File: config.mk
export PLATFORM = sky130hd
export DESIGN_NAME = playseq_sequenciador_preview
export DESIGN_NICKNAME = d
export VERILOG_FILES = /design/src/rtl/playseq_sequenciador_preview.sv
export SDC_FILE = /design/constraint.sdc
export NUM_CORES = 1
export LEC_CHECK = 0
export ABC_AREA = 1
export CORE_MARGIN = 2
export CORE_UTILIZATION = 52
export CTS_BUF_LIST = sky130_fd_sc_hd__clkbuf_16
export DETAILED_ROUTE_END_ITERATION = 6
export GPL_TIMING_DRIVEN = 0
export PLACE_DENSITY = 0.83
export SLEW_MARGIN = 20
export SYNTH_ARGS = -nofsm -noshare
export SYNTH_HDL_FRONTEND = slang
export SYNTH_SLANG_ARGS = --single-unit
File: constraint.sdc
create_clock -name clock -period 1.7 [get_ports clock]
set_clock_uncertainty 0.1 [all_clocks]
set_input_delay 0.17 -clock clock [delete_from_list [all_inputs] [get_ports clock]]
set_output_delay 0.17 -clock clock [all_outputs]
set_load 0.05 [all_outputs]
File: src/rtl/playseq_sequenciador_preview.sv
// -----------------------------------------------------------------------------
// playseq_sequenciador_preview
//
// Preview player for the PlaySeq game. On a start request it walks the
// sequence RAM from address 0 up to the captured limit, latches each entry,
// lights it on the LEDs for ON_TICKS cycles and then keeps the LEDs dark for
// OFF_TICKS cycles. When the last entry's gap ends it issues a one-cycle
// completion pulse. An abort request jumps straight to the completion state.
//
// Optional feature macro: PREVIEW_BUZZER_EN
//   defined   -> per-colour square-wave tone while an entry is lit
//   undefined -> buzzer held at 0, timing otherwise identical
//
// Ports:
//   clock      game clock (~1 kHz), rising edge
//   reset      synchronous, active-high reset
//   iniciar    start request, only honoured while idle
//   ultimo     index of the last entry to show (captured at start)
//   pular      abort request, honoured while reading/lit/dark
//   dado       RAM read data for endereco (combinational, same cycle)
//   endereco   RAM read address
//   leds       LED drive
//   buzzer     buzzer drive
//   ocupado    busy flag (LE, ACESO, APAGADO, FIM)
//   pronto     one-cycle completion pulse (FIM)
//   db_estado  current state code
// -----------------------------------------------------------------------------
module playseq_sequenciador_preview #(
  parameter int ADDR_W    = 4,
  parameter int ON_TICKS  = 500,
  parameter int OFF_TICKS = 250
) (
  input  logic              clock,
  input  logic              reset,
  input  logic              iniciar,
  input  logic [ADDR_W-1:0] ultimo,
  input  logic              pular,
  input  logic [3:0]        dado,
  output logic [ADDR_W-1:0] endereco,
  output logic [3:0]        leds,
  output logic              buzzer,
  output logic              ocupado,
  output logic              pronto,
  output logic [2:0]        db_estado
);

  typedef enum logic [2:0] {
    OCIOSO  = 3'd0,
    LE      = 3'd1,
    ACESO   = 3'd2,
    APAGADO = 3'd3,
    FIM     = 3'd4
  } estado_t;

  // One timer serves both the lit and the dark phases.
  localparam int TMAX  = (ON_TICKS > OFF_TICKS) ? ON_TICKS : OFF_TICKS;
  localparam int TMR_W = (TMAX > 1) ? $clog2(TMAX + 1) : 1;
  localparam logic [TMR_W-1:0] ON_LAST  = TMR_W'(ON_TICKS - 1);
  localparam logic [TMR_W-1:0] OFF_LAST = TMR_W'(OFF_TICKS - 1);

  estado_t           estado;
  logic [TMR_W-1:0]  timer;
  logic [3:0]        dreg;
  logic [ADDR_W-1:0] lim;

  assign db_estado = estado;

`ifdef PREVIEW_BUZZER_EN
  // Half-period in cycles chosen by the lowest set bit; 0 means silent.
  function automatic logic [2:0] meio_periodo(input logic [3:0] d);
    logic [2:0] hp;
    if (d[0]) begin
      hp = 3'd2;
    end else if (d[1]) begin
      hp = 3'd3;
    end else if (d[2]) begin
      hp = 3'd4;
    end else if (d[3]) begin
      hp = 3'd5;
    end else begin
      hp = 3'd0;
    end
    return hp;
  endfunction

  logic [2:0] tone_cnt;
  logic [2:0] meio;
  assign meio = meio_periodo(dreg);
`else
  assign buzzer = 1'b0;
`endif

  // Sequencer FSM with registered outputs, address walk and tone generator.
  always_ff @(posedge clock) begin
`ifdef PREVIEW_BUZZER_EN
    // Silent and rewound everywhere except while an entry keeps sounding;
    // this also makes the tone restart from 0 on every ACESO entry.
    buzzer   <= 1'b0;
    tone_cnt <= 3'd0;
`endif
    if (reset) begin
      estado   <= OCIOSO;
      endereco <= {ADDR_W{1'b0}};
      leds     <= 4'd0;
      ocupado  <= 1'b0;
      pronto   <= 1'b0;
      timer    <= {TMR_W{1'b0}};
      dreg     <= 4'd0;
      lim      <= {ADDR_W{1'b0}};
    end else begin
      case (estado)
        OCIOSO: begin
          pronto <= 1'b0;
          leds   <= 4'd0;
          if (iniciar) begin
            estado   <= LE;
            endereco <= {ADDR_W{1'b0}};
            lim      <= ultimo;
            ocupado  <= 1'b1;
          end else begin
            estado  <= OCIOSO;
            ocupado <= 1'b0;
          end
        end

        LE: begin
          timer <= {TMR_W{1'b0}};
          if (pular) begin
            estado <= FIM;
            pronto <= 1'b1;
            leds   <= 4'd0;
          end else begin
            // leds loaded straight from dado so they are lit on the first
            // ACESO cycle together with dreg.
            dreg   <= dado;
            leds   <= dado;
            estado <= ACESO;
          end
        end

        ACESO: begin
          if (pular) begin
            estado <= FIM;
            pronto <= 1'b1;
            leds   <= 4'd0;
          end else if (timer == ON_LAST) begin
            estado <= APAGADO;
            timer  <= {TMR_W{1'b0}};
            leds   <= 4'd0;
          end else begin
            timer <= timer + 1'b1;
            leds  <= dreg;
`ifdef PREVIEW_BUZZER_EN
            if (meio == 3'd0) begin
              buzzer <= 1'b0;
            end else if (tone_cnt == (meio - 3'd1)) begin
              tone_cnt <= 3'd0;
              buzzer   <= ~buzzer;
            end else begin
              tone_cnt <= tone_cnt + 3'd1;
              buzzer   <= buzzer;
            end
`endif
          end
        end

        APAGADO: begin
          leds <= 4'd0;
          if (pular) begin
            estado <= FIM;
            pronto <= 1'b1;
          end else if (timer == OFF_LAST) begin
            timer <= {TMR_W{1'b0}};
            if (endereco == lim) begin
              estado <= FIM;
              pronto <= 1'b1;
            end else begin
              endereco <= endereco + 1'b1;
              estado   <= LE;
            end
          end else begin
            timer <= timer + 1'b1;
          end
        end

        FIM: begin
          estado   <= OCIOSO;
          pronto   <= 1'b0;
          ocupado  <= 1'b0;
          endereco <= {ADDR_W{1'b0}};
          leds     <= 4'd0;
        end

        default: begin
          // Illegal codes recover to idle with quiet outputs.
          estado   <= OCIOSO;
          pronto   <= 1'b0;
          ocupado  <= 1'b0;
          endereco <= {ADDR_W{1'b0}};
          leds     <= 4'd0;
          timer    <= {TMR_W{1'b0}};
        end
      endcase
    end
  end

endmodule
Word level (Yosys, flattened, before mapping)

Cells that the tools add are included.

Add/sub/neg operators: 2
Multiply operators: 0
Div/mod/pow operators: 0
Order comparisons: 0
Equal/unequal tests: 16
Shift-type cells: 0
Muxes and demuxes: 29
Bitwise operators: 3
Reduce and logical (&&, ||, !) cells: 10

Operators with widths:

| cell                                                                  | number |
|---|---|
| 9-bit 2-to-1 mux                                                      | 4 |
| 4-bit 2-to-1 mux                                                      | 7 |
| 9-bit one-hot mux with 3 select lines                                 | 1 |
| 3-bit 2-to-1 mux                                                      | 6 |
| 3-bit one-hot mux with 4 select lines                                 | 1 |
| 4-bit one-hot mux with 3 select lines                                 | 1 |
| 2-bit inequality test, second input constant                          | 5 |
| 9-bit by 1-bit adder with 9-bit output, second input constant         | 1 |
| 9-bit by 8-bit equality test with 1-bit output, second input constant | 1 |
| 9-bit equality test, second input constant                            | 1 |
| 3-bit inequality test, second input constant                          | 3 |
| 4-bit one-hot mux with 2 select lines                                 | 1 |
| 3-bit by 2-bit equality test with 1-bit output, second input constant | 2 |
| 1-bit 2-to-1 mux                                                      | 6 |
| 2-bit AND reduction                                                   | 3 |
| 3-bit AND reduction                                                   | 2 |
| 5-bit AND reduction                                                   | 1 |
| 4-bit by 1-bit adder with 4-bit output, second input constant         | 1 |
| 4-bit equality test                                                   | 1 |
| 1-bit one-hot mux with 2 select lines                                 | 2 |
| 2-bit OR reduction                                                    | 2 |
| 3-bit by 1-bit equality test with 1-bit output, second input constant | 1 |
| 3-bit equality test, second input constant                            | 1 |
| 3-bit logical NOT                                                     | 1 |
| 3 further kinds                                                       | 5 |

Flip-flop bits (word level): 30
Latch bits: 0
Bits in writable memories: 0
Memory bits (read-only): 0
Output and inout bits: 14
Word-level logic and storage cells: 68
Memories: 0

Logic depth before layout (Yosys ltp)

Gate-level depths: netlist (run 1).

Depth in word-level cells: 5
Depth in mapped cells: 11
Gate-level depth less buffers: 11

Worst setup path after synthesis (run 1)

Ideal clock, no wire load.

Path kind: register -> register
From: reg estado[2] (netlist: db_estado[2])
To: reg endereco[0]
Arrival time: 1445 ps
Required time: 1484 ps
Setup slack: 39 ps
Cell stages (with the launch flop): 8
Cell sequence: dfxtp_1 > inv_2 > nand3_1 > nand3_2 > nor2_8 > nand3_1 > nand2_1 > nor2_1

Longest elaborated chain between the ends: 4

Ends and longest elaborated chain:

| item                                                                                                                    | RTL line | source |
|---|---|---|
| from (decl)                                                                                                             | 61       | `estado_t estado;` |
| from (signal assigned)                                                                                                  | 102      | `estado <= OCIOSO;` |
| from (signal assigned)                                                                                                  | 116      | `estado <= LE;` |
| from (signal assigned)                                                                                                  | 121      | `estado <= OCIOSO;` |
| 3-bit by 2-bit equality test with 1-bit output / 3-bit by 1-bit equality test with 1-bit output (equally long branches) | 111      | `case (estado)` |
| 2-bit OR reduction (no source line)                                                                                     | -        |  |
| 1-bit NOT (no source line)                                                                                              | -        |  |
| 5-bit AND reduction (no source line)                                                                                    | -        |  |
| to (signal assigned)                                                                                                    | 103      | `endereco <= {ADDR_W{1'b0}};` |
| to (signal assigned)                                                                                                    | 117      | `endereco <= {ADDR_W{1'b0}};` |
| to (signal assigned)                                                                                                    | 178      | `endereco <= endereco + 1'b1;` |
| to (decl)                                                                                                               | 39       | `output logic [ADDR_W-1:0] endereco,` |

Parallel ways exist; a longest one is shown, timed or not.
A chain may end at the register's enable or synchronous reset.

Final worst setup path (run 1)

From: reg ocupado
To: out ocupado

RTL lines:

| item                   | RTL line | source |
|---|---|---|
| from (decl)            | 42       | `output logic ocupado,` |
| from (signal assigned) | 105      | `ocupado <= 1'b0;` |
| from (signal assigned) | 119      | `ocupado <= 1'b1;` |
| from (signal assigned) | 122      | `ocupado <= 1'b0;` |

No word-level cell between the ends.

==> results.md, run 1 <==
- Status: finished clean
- Cells after Synth: 219
- Synth cell types: 35
- Filler Cell Count: 255
- Effective utilization at floorplan: 0.534
- Area contributors post-synth: dfxtp_1 (38%), nand2_1 (12%), a21oi_1 (6.9%), inv_1 (5.4%), nor2_1 (5.0%)
- Cell Count, Final, Fillers Out: 284
- WL per Instance: 11.1 um
- DR pass1 iterations: 4
- H-tree depth: 2
- Clock Tree Buf Depth: 2
- Num CTS Buffers: 5
- R2r endpoint: timer[8]$_SDFFE_PP0P_
- Detail Route Antenna Nets: 0
- Clock transition at path regs: 50 ps
- Post-Synth XOR/XNOR Area: 0.0220
- Top-count cell post-synth: nand2_1
- Number of global-route vias before repair: 1259
- Arrival @ worst endpoint: 1400 ps
- Pwr dens: 993 nW/um2
- M1 WL: 1520 um
- Period minus WS final: 1670 ps
- Largest family of logic cells by synthesized area: simple AND/OR/NAND/NOR gates
- Slew @ Worst Pin: 501 ps
- Seq/Total Area, Yosys: 0.378
- DP Wirelength: 2260 um
- Top delay family on crit path: buffers and inverters
- DP Cell Count: 275
- # diodes: 0
- Number of vias per cell: 4.99
- Die X-Extent: 59.3 um
- Net Sw Frac: 0.248
- Clock Tree Root: clkbuf_16
- Congestion Overflow GR: 0
- # IOs: 26
- Critical path fanouts, max: 2
- Clock Latency Late Sink: 280 ps
- Final nets: 265
- Fin. max-slew vios: 0
- R2r startpoint: timer[0]$_SDFFE_PP0P_
- Max_cap viols: 0
- Ys Warns: 0
- Async SR Flop Fraction: 0
- Adder-Cell Fraction of Synth Area: 0.0236
- DRC viols: 0
- Final hold violation count: 0
- Setup Viol. Count Final: 0
- R2R depth: 6
- Synth area leader: dfxtp_1
- Headroom to the max-slew limit: 0.665
- Worst vdd ir: 0.837 mV
- Most frequent cells after synthesis: nand2_1 (49), dfxtp_1 (30), inv_1 (23)
- Placed cell areas: 1860 um2
- Reg-to-reg slack, setup: 120 ps
- Largest net degree at the start of global routing: 11
- Req. time, crit path: 1430 ps
- Post-synth EDFFs: 0
- Peak per-stage delay on the critical path: 800 ps
- Top cell type's share of synthesized area: 0.378
- Clk sinks: 30
- Reg power frac: 0.374
- Synth-to-layout area growth: 27.5%
- Via count: 1417
- DRT iter0 DRCs: 56
- Synth Area in Simple Gates: 0.338
- RD Place Congestion: 0.837
- Full die area: 3520 um2
- Slowest CP cell: clkdlybuf4s50_1
- Main flop type after synthesis: dfxtp_1
- Clock group share of total power: 0.484
- Hold crit path type: flop to flop
- CP Capture Type: output port
- WL met3: 158 um
- Row cnt: 20
- Hold path start: ocupado$_SDFFE_PP0N_
- Tcrit/Tclk final: 0.982
- Die height: 59.3 um
- Crit path cell chain: clkdlybuf4s50_1
- P_int: 1.52 mW
- CTS tree: yes
- RSZ-0062 raised after global routing: no
- Register bit total from synthesis: 30
- Met2 routed WL: 1410 um
- Fmax: 599 MHz
- Psw: 500 uW
- CP startpoint kind: flop
- Combinational power share: 0.142
- Synthesized Nets: 234
- Final WL: 3150 um
- Proportion of synthesized area in mux cells: 0
- Cell Area, Synth: 1590 um2
- Crit path depth: 1
- Layout cells sized above 1: 0.171
- WS Path Type: flop to output port
- Highest metal layer with signal wires: met4
- Cell area after layout: 2030 um2
- Initial antenna violation count: 0
- First-pass GRT wire length: 5510 um
- Average size of a mapped cell: 7.26 um2
- Area of the core: 2980 um2
- Start point of the critical path: ocupado$_SDFFE_PP0N_
- Worst Path Buf+Inv: 1
- Crit path to: ocupado
- Complex-gate fraction of the synthesized area: 0.146
- Total GRT Usage: 0.212
- P_leak: 0.870 nW
- # port buffers: 23
power by group through the flow:
stage / Combinational, mW / Sequential, mW / Clock (mW)
2_1_floorplan: 0.170 / 0.804 / 0
3_3_place_gp: 0.287 / 0.767 / 0
3_5_place_dp: 0.287 / 0.768 / 0
4_1_cts: 0.288 / 0.754 / 0.993
5_1_grt: 0.319 / 0.757 / 1.02
6_report: 0.286 / 0.754 / 0.975
how the worst min path moves through the flow:
stage / endpoint / depth (start not counted)
after floorplan: dreg[3]$_SDFFE_PP0N_ / 2
after global placement: timer[7]$_SDFFE_PP0P_ / 2
after detailed placement: timer[1]$_SDFFE_PP0P_ / 2
after CTS: dreg[1]$_SDFFE_PP0N_ / 2
after global routing: lim[3]$_SDFFE_PP0N_ / 2
final: ocupado$_SDFFE_PP0N_ / 2
area by class of cell:
cell class,instances,area [um2],area share
clock buffer,5,125,0.0617
multi-input combinational,155,847,0.418
inverter,31,120,0.0592
sequential,30,601,0.296
clock inverter,3,37.5,0.0185
tap,33,41.3,0.0204
timing repair buffer,24,234,0.115
buffer,3,22.5,0.0111
cells by family (layout without fill, tap and decap cells):
family / Yosys count / after routing
compound gates: 38 / 38
fa+ha+maj: 3 / 3
xor+xnor: 4 / 4
buf+inv: 34 / 66
other cells: 1 / 1
simple gates: 109 / 109
flops: 30 / 30
metrics by stage:
stage	utilization	hold WS [ps]	power [mW]	setup WS (ps)	setup TNS, ps
after floorplan	-	233	0.974	39.4	0
after global placement	0.625	277	1.05	14.0	0
after detailed placement	0.625	282	1.05	-1.77	-1.77
after CTS	0.680	365	2.03	14.8	0
after global routing	0.681	385	2.09	2.07	0
final	0.681	363	2.01	30.6	0
state kept, by name, indices dropped and copies added (netlist names):
signal and count:
pronto 1, endereco 4, db_estado 3, lim 4, timer 9, dreg 4
ocupado 1, leds 4
layer usage:
metal	GRT usage	vias up
met4	0.0779	0
met2	0.331	30
met5	0	-
met1	0.270	620
li1	-	761
met3	0.0742	6
cell usage in the layout, fill, tap and decap left out, types with 2 or more instances in the layout:
cell	netlist	final
nand2_2	9	9
xor2_1	2	2
ha_1	3	3
nor2_4	3	3
nor2_2	2	2
nand2_1	49	49
xnor2_1	2	2
clkbuf_16	0	5
o21ai_2	2	2
a21oi_1	22	22
dfxtp_1	30	30
nand3_2	3	3
a21oi_2	4	4
clkdlybuf4s50_1	0	15
nor2_1	21	21
o21ai_0	6	6
dlygate4sd2_1	0	7
inv_2	5	5
nand3_1	15	15
inv_1	23	25
timing repair:
action | CTS | global route
buffers inserted | 0 | 0
hold buffers | 1 | 0
resized for setup | 7 | 1
hold endpoints to repair | 4 | 0
endpoints found under the setup margin | 7 | 1
(Power assumes the default switching activity.)
==> run 2: changes to the inputs <==
==> constraint.sdc (replaced) <==
create_clock -name clock -period 1.7 [get_ports clock]
set_clock_uncertainty 0.1 [all_clocks]
set_input_delay 0.51 -clock clock [delete_from_list [all_inputs] [get_ports clock]]
set_output_delay 0.51 -clock clock [all_outputs]
set_load 0.05 [all_outputs]
==> results.md, run 2 (synthesis results as in run 1) <==
- Number of global-route vias before repair: 1254 (was 1259)
- Max reg flops: 9 (unchanged)
- Hold Path Sink: timer[1]$_SDFFE_PP0P_ (was ocupado$_SDFFE_PP0N_)
- Net Sw Frac: 0.250 (was 0.248)
- Critical path fanouts, max: 7 (was 2)
- # IOs: 26 (unchanged)
- WL per Instance: 11.1 um (about the same)
- R2R depth: 6 (unchanged)
- Slowest CP cell: dfxtp_1 (was clkdlybuf4s50_1)
- Dpl ws: -342 ps (was -1.77 ps)
- Peak per-stage delay on the critical path: 440 ps (was 800 ps)
- First-pass GRT wire length: 5520 um (was 5510 um)
- Worst Path Buf+Inv: 1 (unchanged)
- Num CTS Buffers: 5 (unchanged)
- Tcrit/Tclk final: 0.969 (was 0.982)
- # diodes: 0 (unchanged)
- Clock group share of total power: 0.484 (about the same)
- Combinational power share: 0.142 (about the same)
- P_int: 1.51 mW (was 1.52 mW)
- Commonest non-fill, non-tap cells in the layout: nand2_1 (49), dfxtp_1 (30), inv_1 (25) (unchanged)
- Via count: 1411 (was 1417)
- Pwr dens: 1010 nW/um2 (was 993 nW/um2)
- Status: finished clean (unchanged)
- DR pass1 iterations: 4 (unchanged)
- Die height: 59.3 um (unchanged)
- Full die area: 3520 um2 (unchanged)
- Footprint of the multi-input gates: 857 um2 (was 847 um2)
- Final worst slack: 53.4 ps (was 30.6 ps)
- Filler Cell Count: 258 (was 255)
- Leading cell type in the layout, fill and taps excluded: nand2_1 (unchanged)
- Final WL: 3150 um (about the same)
- Utilization after layout: 0.673 (was 0.681)
- Reg power frac: 0.374 (about the same)
- H-tree depth: 2 (unchanged)
- Row cnt: 20 (unchanged)
- Hold path start: reset (was ocupado$_SDFFE_PP0N_)
- Clk sinks: 30 (unchanged)
- Number of vias per cell: 4.97 (was 4.99)
- WS Path Type: flop to output port (unchanged)
- Total GRT Usage: 0.213 (was 0.212)
- Area of the core: 2980 um2 (unchanged)
- Die X-Extent: 59.3 um (unchanged)
- RD Place Congestion: 0.837 (unchanged)
- DP Cell Count: 275 (unchanged)
- Hold crit path type: input port to flop (was flop to flop)
- RSZ-0062 raised after global routing: no (unchanged)
- FF/Latch Area: 601 um2 (unchanged)
- # port buffers: 23 (unchanged)
- Hold Crit Depth: 2 (unchanged)
- Effective utilization at floorplan: 0.534 (unchanged)
- Clock Tree Root: clkbuf_16 (unchanged)
- Max_cap viols: 0 (unchanged)
- Worst hold slack: 334 ps (was 363 ps)
- Total design power: 2.02 mW (was 2.01 mW)
- Layout cells sized above 1: 0.231 (was 0.171)
- Fin. max-slew vios: 0 (unchanged)
- Initial antenna violation count: 0 (unchanged)
- P_leak: 0.849 nW (was 0.870 nW)
- Req. time, crit path: 1090 ps (was 1430 ps)
- Final hold violation count: 0 (unchanged)
- R2r startpoint: timer[0]$_SDFFE_PP0P_ (unchanged)
- Clock Tree Buf Depth: 2 (unchanged)
- Clock Latency Late Sink: 280 ps (about the same)
- DRT iter0 DRCs: 46 (was 56)
- Reg-to-reg slack, setup: 120 ps (about the same)
- Fmax: 607 MHz (was 599 MHz)
- Arrival @ worst endpoint: 1040 ps (was 1400 ps)
- DRC viols: 0 (unchanged)
- CP startpoint kind: flop (unchanged)
- Worst vdd ir: 0.832 mV (was 0.837 mV)
- Largest net degree at the start of global routing: 11 (unchanged)
- Hold Buf Count CTS: 0 (was 1)
- Detail Route Antenna Nets: 0 (unchanged)
- Congestion Overflow GR: 0 (unchanged)
- Crit path cell chain: buf_2 (was clkdlybuf4s50_1)
- Psw: 505 uW (was 500 uW)
- R2r endpoint: timer[8]$_SDFFE_PP0P_ (unchanged)
- Setup Viol. Count Final: 0 (unchanged)
- CP Capture Type: output port (unchanged)
- Cell Count, Final, Fillers Out: 284 (unchanged)
- Period minus WS final: 1650 ps (was 1670 ps)
- Final nets: 265 (unchanged)
- DP Wirelength: 2260 um (unchanged)
- Synth-to-layout area growth: 26.0% (was 27.5%)
- Clock transition at path regs: 50 ps (about the same)
- Top reg by flops: timer (unchanged)
- CTS tree: yes (unchanged)
- Top delay family on crit path: flip-flops (was buffers and inverters)
[run 2: changes by cell type in the layout (fill, tap and decap cells not counted), sizes merged]
cell           change
buf                +7
clkdlybuf4s50      -6
dlygate4sd3        -1
clkbuf             +3
clkdlybuf4s15      +4
dlygate4sd2        -7
[run 2: power by group through the flow]
stage / logic (mW) / registers (mW) / clock network (mW)
CTS: 0.285 / 0.754 / 0.993
global placement: 0.287 / 0.767 / 0
global route: 0.320 / 0.757 / 1.02
floorplan: 0.170 / 0.804 / 0
detailed placement: 0.287 / 0.768 / 0
finish: 0.287 / 0.754 / 0.977
[run 2: cell type report]
type | count | share of cell area
Buffer | 3 | 0.0112
Clock buffer | 5 | 0.0624
Clock inverter | 3 | 0.0187
Inverter | 31 | 0.0599
Multi-Input combinational cell | 155 | 0.428
Sequential cell | 30 | 0.300
Tap cell | 33 | 0.0206
Timing Repair Buffer | 24 | 0.0999
[run 2: worst max-delay path by stage]
| stage | slack, ps | depth (start not counted) | endpoint | from |
|---|---|---|---|---|
| after floorplan | 40 | 7 | endereco[0]$_SDFFE_PP0P_ | db_estado[2]$_SDFFE_PP0P_ |
| after global placement | -330 | 6 | leds[1]$_SDFF_PP0_ | pular |
| after detailed placement | -340 | 6 | leds[1]$_SDFF_PP0_ | pular |
| after CTS | 2 | 1 | leds[1] | leds[1]$_SDFF_PP0_ |
| after global routing | 1 | 1 | endereco[0] | endereco[0]$_SDFFE_PP0P_ |
| final | 50 | 1 | endereco[0] | endereco[0]$_SDFFE_PP0P_ |
[run 2: through the flow]
step / setup TNS (ps) / area [um2]
floorplan: 0 / 1590
global placement: -6460 / 1860
detailed placement: -6390 / 1860
CTS: 0 / 2010
global route: 0 / 2000
finish: 0 / 2000
[run 2: repair_timing]
action	4_1_cts	5_1_grt
pin swaps	1	0
cloned	0	0
setup endpoints to repair	20	17
buffers inserted	1	0
resized for setup	48	6
[run 2: routing by layer]
| metal | vias up | wire, um | share of wire | GRT usage |
|---|---|---|---|---|
| li1 | 761 | - | - | - |
| met1 | 618 | 1530 | 0.49 | 0.274 |
| met2 | 27 | 1420 | 0.45 | 0.328 |
| met5 | - | 0 | 0 | 0 |
| met4 | 0 | 57 | 0.018 | 0.0779 |
| met3 | 5 | 146 | 0.046 | 0.0742 |
==> run 3: changes to the inputs <==
--- a/config.mk
+++ b/config.mk
@@ -10,8 +10,7 @@
 export CORE_UTILIZATION = 52
 export CTS_BUF_LIST = sky130_fd_sc_hd__clkbuf_16
 export DETAILED_ROUTE_END_ITERATION = 6
-export GPL_TIMING_DRIVEN = 0
-export PLACE_DENSITY = 0.83
+export PLACE_DENSITY_LB_ADDON = 0.12
 export SLEW_MARGIN = 20
 export SYNTH_ARGS = -nofsm -noshare
 export SYNTH_HDL_FRONTEND = slang
==> results.md, run 3 (synthesis results as in run 1) <==
- Clock Latency Late Sink: 270 ps (was 280 ps)
- Initial antenna violation count: 0 (unchanged)
- Clk sinks: 30 (unchanged)
- Number of vias per cell: 4.91 (was 4.97)
- Row cnt: 20 (unchanged)
- Largest net degree at the start of global routing: 18 (was 11)
- # IOs: 26 (unchanged)
- Pwr dens: 926 nW/um2 (was 1010 nW/um2)
- Clock Tree Buf Depth: 2 (unchanged)
- Congestion Overflow GR: 0 (unchanged)
- Detail Route Antenna Nets: 0 (unchanged)
- Max_cap viols: 0 (unchanged)
- Slowest CP cell: clkdlybuf4s50_1 (was dfxtp_1)
- Full die area: 3520 um2 (unchanged)
- Req. time, crit path: 1770 ps (was 1090 ps)
- Clock transition at path regs: 50 ps (about the same)
- Layout cells sized above 1: 0.254 (was 0.231)
- Peak per-stage delay on the critical path: 570 ps (was 440 ps)
- CP startpoint kind: input port (was flop)
- DRC viols: 0 (unchanged)
- First-pass GRT wire length: 5810 um (was 5520 um)
- Cell area after layout: 2230 um2 (was 2000 um2)
- Num CTS Buffers: 5 (unchanged)
- WL per Instance: 11.7 um (was 11.1 um)
- RSZ-0062 raised after global routing: no (unchanged)
- Critical path fanouts, max: 8 (was 7)
- DRT iter0 DRCs: 94 (was 46)
- Worst vdd ir: 0.752 mV (was 0.832 mV)
- Fmax: 623 MHz (was 607 MHz)
- DP Cell Count: 285 (was 275)
- Quantity of gates resized following cts: 0 (was 48)
- Arrival @ worst endpoint: 1670 ps (was 1040 ps)
- Filler Cell Count: 218 (was 258)
- Total design power: 2.07 mW (was 2.02 mW)
- Crit path cell chain: clkdlybuf4s50_1, nand2_1, nand2_2, inv_2, nand2_1, nor2_1, o21ai_1, nor2_1 (was buf_2)
- DR pass1 iterations: 4 (unchanged)
- Synth-to-layout area growth: 40.4% (was 26.0%)
- WS Path Type: input port to flop (was flop to output port)
- Final WL: 3440 um (was 3150 um)
- Setup Viol. Count Final: 0 (unchanged)
- Clock Tree Root: clkbuf_16 (unchanged)
- Hold crit path type: flop to flop (was input port to flop)
- Max reg flops: 9 (unchanged)
- Fin. max-slew vios: 0 (unchanged)
- P_leak: 0.929 nW (was 0.849 nW)
- Setup TNS: 0 ps (unchanged)
- Setup bufs post-CTS: 0 (was 1)
- Status: finished clean (unchanged)
- # diodes: 0 (unchanged)
- Number of global-route vias before repair: 1382 (was 1254)
- Leading cell type in the layout, fill and taps excluded: nand2_1 (unchanged)
- Worst Path Buf+Inv: 2 (was 1)
- Tcrit/Tclk final: 0.945 (was 0.969)
- H-tree depth: 2 (unchanged)
- Period minus WS final: 1610 ps (was 1650 ps)
- Area of the core: 2980 um2 (unchanged)
- Via count: 1439 (was 1411)
- Final nets: 274 (was 265)
- CP Capture Type: flop (was output port)
- Placed cell areas: 2070 um2 (was 1860 um2)
- Cell Count, Final, Fillers Out: 293 (was 284)
- RD Place Congestion: 0.897 (was 0.837)
- Hold Buf Count CTS: 0 (unchanged)
- Commonest non-fill, non-tap cells in the layout: nand2_1 (49), dfxtp_1 (30), inv_1 (25) (unchanged)
- # port buffers: 24 (was 23)
- Final hold violation count: 0 (unchanged)
- Top reg by flops: timer (unchanged)
- Top delay family on crit path: buffers and inverters (was flip-flops)
- Die height: 59.3 um (unchanged)
- Total GRT Usage: 0.224 (was 0.213)
- DP Wirelength: 2520 um (was 2260 um)
- Die X-Extent: 59.3 um (unchanged)
- Effective utilization at floorplan: 0.534 (unchanged)
- CTS tree: yes (unchanged)
[run 3: cell type report]
cell class                 instances  area, um2  share of cell area
sequential                        30        601               0.269
clock buffer                       5        125              0.0561
inverter                          31        120              0.0538
multi-input combinational        155        847               0.379
clock inverter                     3       37.5              0.0168
timing repair buffer              36        460               0.206
tap                               33       41.3              0.0185
[run 3: worst reg2reg max path, delay by kind of cell, from the launching register on]
kind / cells / cell delay (ps)
simple gates: 4 / 640
flops: 1 / 350
fa+ha+maj: 1 / 270
compound gates: 1 / 140
[run 3: metal layers]
layer	part of all wire	GRT usage	up-vias
li1	-	-	775
met1	0.46	0.273	629
met4	0.0099	0.0682	0
met2	0.48	0.369	31
met3	0.050	0.0786	4
met5	0	0	-
[run 3: path summary, 6_finish.rpt]
check | end | slack (ps) | cells after the start | startpoint
max reg2reg | leds[0]$_SDFF_PP0_ | 150 | 6 | timer[0]$_SDFFE_PP0P_
max | timer[6]$_SDFFE_PP0P_ | 90 | 8 | pular
min reg2reg | dreg[3]$_SDFFE_PP0N_ | 360 | 2 | dreg[3]$_SDFFE_PP0N_
min | dreg[3]$_SDFFE_PP0N_ | 360 | 2 | dreg[3]$_SDFFE_PP0N_
[run 3: through the flow]
step	setup WS, ps	utilization	hold WS [ps]
after floorplan	39.4	-	344
after global placement	-134	0.695	351
after detailed placement	-172	0.695	356
after CTS	97.4	0.750	364
after global routing	20.0	0.750	386
final	94.2	0.750	364
[run 3: power breakdown]
part | total (mW) | internal [mW] | leakage [nW] | switching (mW)
registers | 0.762 | 0.733 | 0.244 | 0.0284
logic | 0.334 | 0.147 | 0.599 | 0.188
clock network | 0.970 | 0.678 | 0.0864 | 0.292
total | 2.07 | 1.56 | 0.929 | 0.509
==> variant: new RTL, config.mk and constraints of run 3 <==
Change the parameter `ADDR_W` from 4 to 6.
--- a/src/rtl/playseq_sequenciador_preview.sv
+++ b/src/rtl/playseq_sequenciador_preview.sv
@@ -28,3 +28,3 @@
 module playseq_sequenciador_preview #(
-  parameter int ADDR_W    = 4,
+  parameter int ADDR_W    = 6,
   parameter int ON_TICKS  = 500,
Ports: changed (resized endereco and ultimo); port bits go from 26 to 30. The function was not compared with the original's and may differ.
==> variant against run 3 <==
Critical path depth grew 2. Worst setup slack lost 0.055 ns. Total power grew 10%. Routed wire length grew 22%. Combinational power grew 61%. Non-clock buffer count grew 11. Register-to-register slack lost 0.11 ns. Count of clock-buffer cells in the layout is the same. Synthesized area grew 12%. Cell area grew 14%. Fmax shrank 3.3%. Sequential share of layout area grew 0.19 points. Sequential cell count grew 4. Largest power group is now sequential cells. Highest routed layer unchanged.
==> variant: results (changes against run 3) <==
Parameter                              Value

Clocking
  Number of buffers created by CTS    5 (unchanged)
  Library cell used as clock root buffer    clkbuf_16 (unchanged)

Global route
  Overall track demand over capacity in global routing    21.8% (was 22.4%)
  Global routing met3 resource utilization    6.67% (was 7.86%)
  First-pass GRT wire length    6.71 mm (was 5.81 mm)
  Maximum number of pins on one net before global-route repair    18 (unchanged)
  Met1 Track Usage GR    28.4% (was 27.3%)
  GR Util met2    32.5% (was 36.9%)
  Via count of the first global-routing pass    1523 (was 1382)

Detailed routing
  TritonRoute pass-1 iters    4 (unchanged)
  Via total after detailed routing    1806 (was 1439)
  Total wire length after detailed routing    4.21 mm (was 3.44 mm)
  Avg WL per Cell    11.9 um (was 11.7 um)
  Violation count after the first detailed-routing iteration    124 (was 94)

Power and ir drop
  Worst-case vdd ir drop    0.000601 V (was 0.000752 V)
  Static leakage power    1.09 nW (was 0.929 nW)

Setup path
  Critical Path Source    db_estado[2]$_SDFFE_PP0P_ (was pular)
  Setup slack of the worst register-to-register path    0.04 ns (was 0.15 ns)
  Origin of the critical flop-to-flop path    db_estado[2]$_SDFFE_PP0P_ (was timer[0]$_SDFFE_PP0P_)
  Largest fanout on the critical path    5 (was 8)
  Destination of the worst register-to-register timing path    endereco[2]$_SDFFE_PP0P_ (was leds[0]$_SDFF_PP0_)
  Arr. time, crit path    1.73 ns (was 1.67 ns)
  Reg2reg path depth    10 (was 6)

Placed design
  Final HPWL from detailed placement    2.96 mm (was 2.52 mm)
  Pre-CTS setup slack    -0.222 ns (was -0.172 ns)
  Cell count after placement    340 (was 285)
  Last weighted congestion value of the routability-driven placer    0.849 (was 0.897)
  Quantity of I/O buffers inserted on ports    28 (was 24)

Layout
  Nets    323 (was 274)
  Filler cells    258 (was 218)
  Ratio of cells with drive above 1 in the final layout    23.5% (was 25.4%)

Synthesis
  Number of distinct library cells after synthesis    31 (was 35)
  Avg Cell Area, Syn    6.89 um^2 (was 7.26 um^2)
  Most numerous cell types in the synthesized netlist    nand2_1 (65), dfxtp_1 (34), inv_1 (30) (was nand2_1 (49), dfxtp_1 (30), inv_1 (23))
  Cell types with the largest area share after synthesis    dfxtp_1 (38%), nand2_1 (14%), a21oi_1 (7.6%) (was dfxtp_1 (38%), nand2_1 (12%), a21oi_1 (6.9%))
  Sequential area share after synthesis    38.1% (was 37.8%)
  Share of async-settable or async-resettable flops after synthesis    0% (unchanged)
  Syn nets    276 (was 234)

Outcome
  Result of the run    completed (unchanged)

Hold path
  Start point of the worst hold path    lim[0]$_SDFFE_PP0N_ (was dreg[3]$_SDFFE_PP0N_)
  Terminating pin of the worst hold path    lim[0]$_SDFFE_PP0N_ (was dreg[3]$_SDFFE_PP0N_)
[variant: area by class of cell]
class                      count  area, um^2  share of cell area (%)
sequential                    34         688                    27.1
tap                           46        57.6                    2.27
clock buffer                   5         125                    4.93
inverter                      36         135                    5.32
multi-input combinational    182         937                    36.9
timing repair buffer          47         586                    23.1
clock inverter                 3        11.3                   0.443
[variant: worst max-delay path, cell delays in order (launching register included)]
cell,delay [ns]
dfxtp_1,0.35
inv_2,0.12
nand2_2,0.09
nor2_4,0.17
buf_4,0.15
nand2_4,0.06
inv_2,0.08
nor2_4,0.04
buf_4,0.15
a21oi_1,0.18
nor2_1,0.07
[variant: how the worst max path moves through the flow]
stage	slack [ns]	cells after the start	end
3_5_place_dp	-0.22	7	timer[0]$_SDFFE_PP0P_
5_1_grt	-0.02	10	endereco[2]$_SDFFE_PP0P_
2_1_floorplan	0.0003	8	endereco[2]$_SDFFE_PP0P_
6_report	0.04	10	endereco[2]$_SDFFE_PP0P_
4_1_cts	0.05	2	endereco[2]
3_3_place_gp	-0.23	7	timer[0]$_SDFFE_PP0P_
[variant: what timing repair did]
item / 4_1_cts / 5_1_grt
setup buffers: 0 / 5
hold endpoints to repair: 0 / 0
endpoints found under the setup margin: 0 / 15
gates resized for setup: 0 / 5
[variant: power breakdown]
group / internal, W / switching (W) / leakage [nW]
registers: 0.000848 / 0.0000554 / 0.280
logic: 0.000243 / 0.000296 / 0.742
clock network: 0.000526 / 0.000314 / 0.0663
[variant: cells by family (layout without fill, tap and decap cells)]
kind of cell | after synthesis | count (layout) | share of synthesized area [%]
adder cells (fa/ha/maj) | 3 | 3 | 2.10
AO/OA/AOI/OAI | 42 | 42 | 12.7
other | 1 | 1 | 0.210
buffers and inverters | 43 | 91 | 10.0
AND/OR/NAND/NOR | 133 | 133 | 35.3
flip-flops | 34 | 34 | 38.1
XOR/XNOR | 3 | 3 | 1.47
[variant: per-stage QoR]
step	cell area (um^2)	setup TNS [ns]	hold WS, ns	total power [W]	utilization (%)
global route	2540	-0.0544	0.392	0.00238	76.7
detailed placement	2350	-3.57	0.350	0.00142	71.0
floorplan	1790	0	0.335	0.00121	-
CTS	2490	0	0.357	0.00226	75.1
global placement	2350	-3.31	0.347	0.00141	71.0
finish	2540	0	0.360	0.00228	76.7
[variant: routing by layer]
| layer | wire length, um | up-vias |
|---|---|---|
| met3 | 273 | 7 |
| met4 | 78 | 0 |
| met5 | 0 | - |
| met2 | 1890 | 56 |
| li1 | - | 924 |
| met1 | 1970 | 819 |
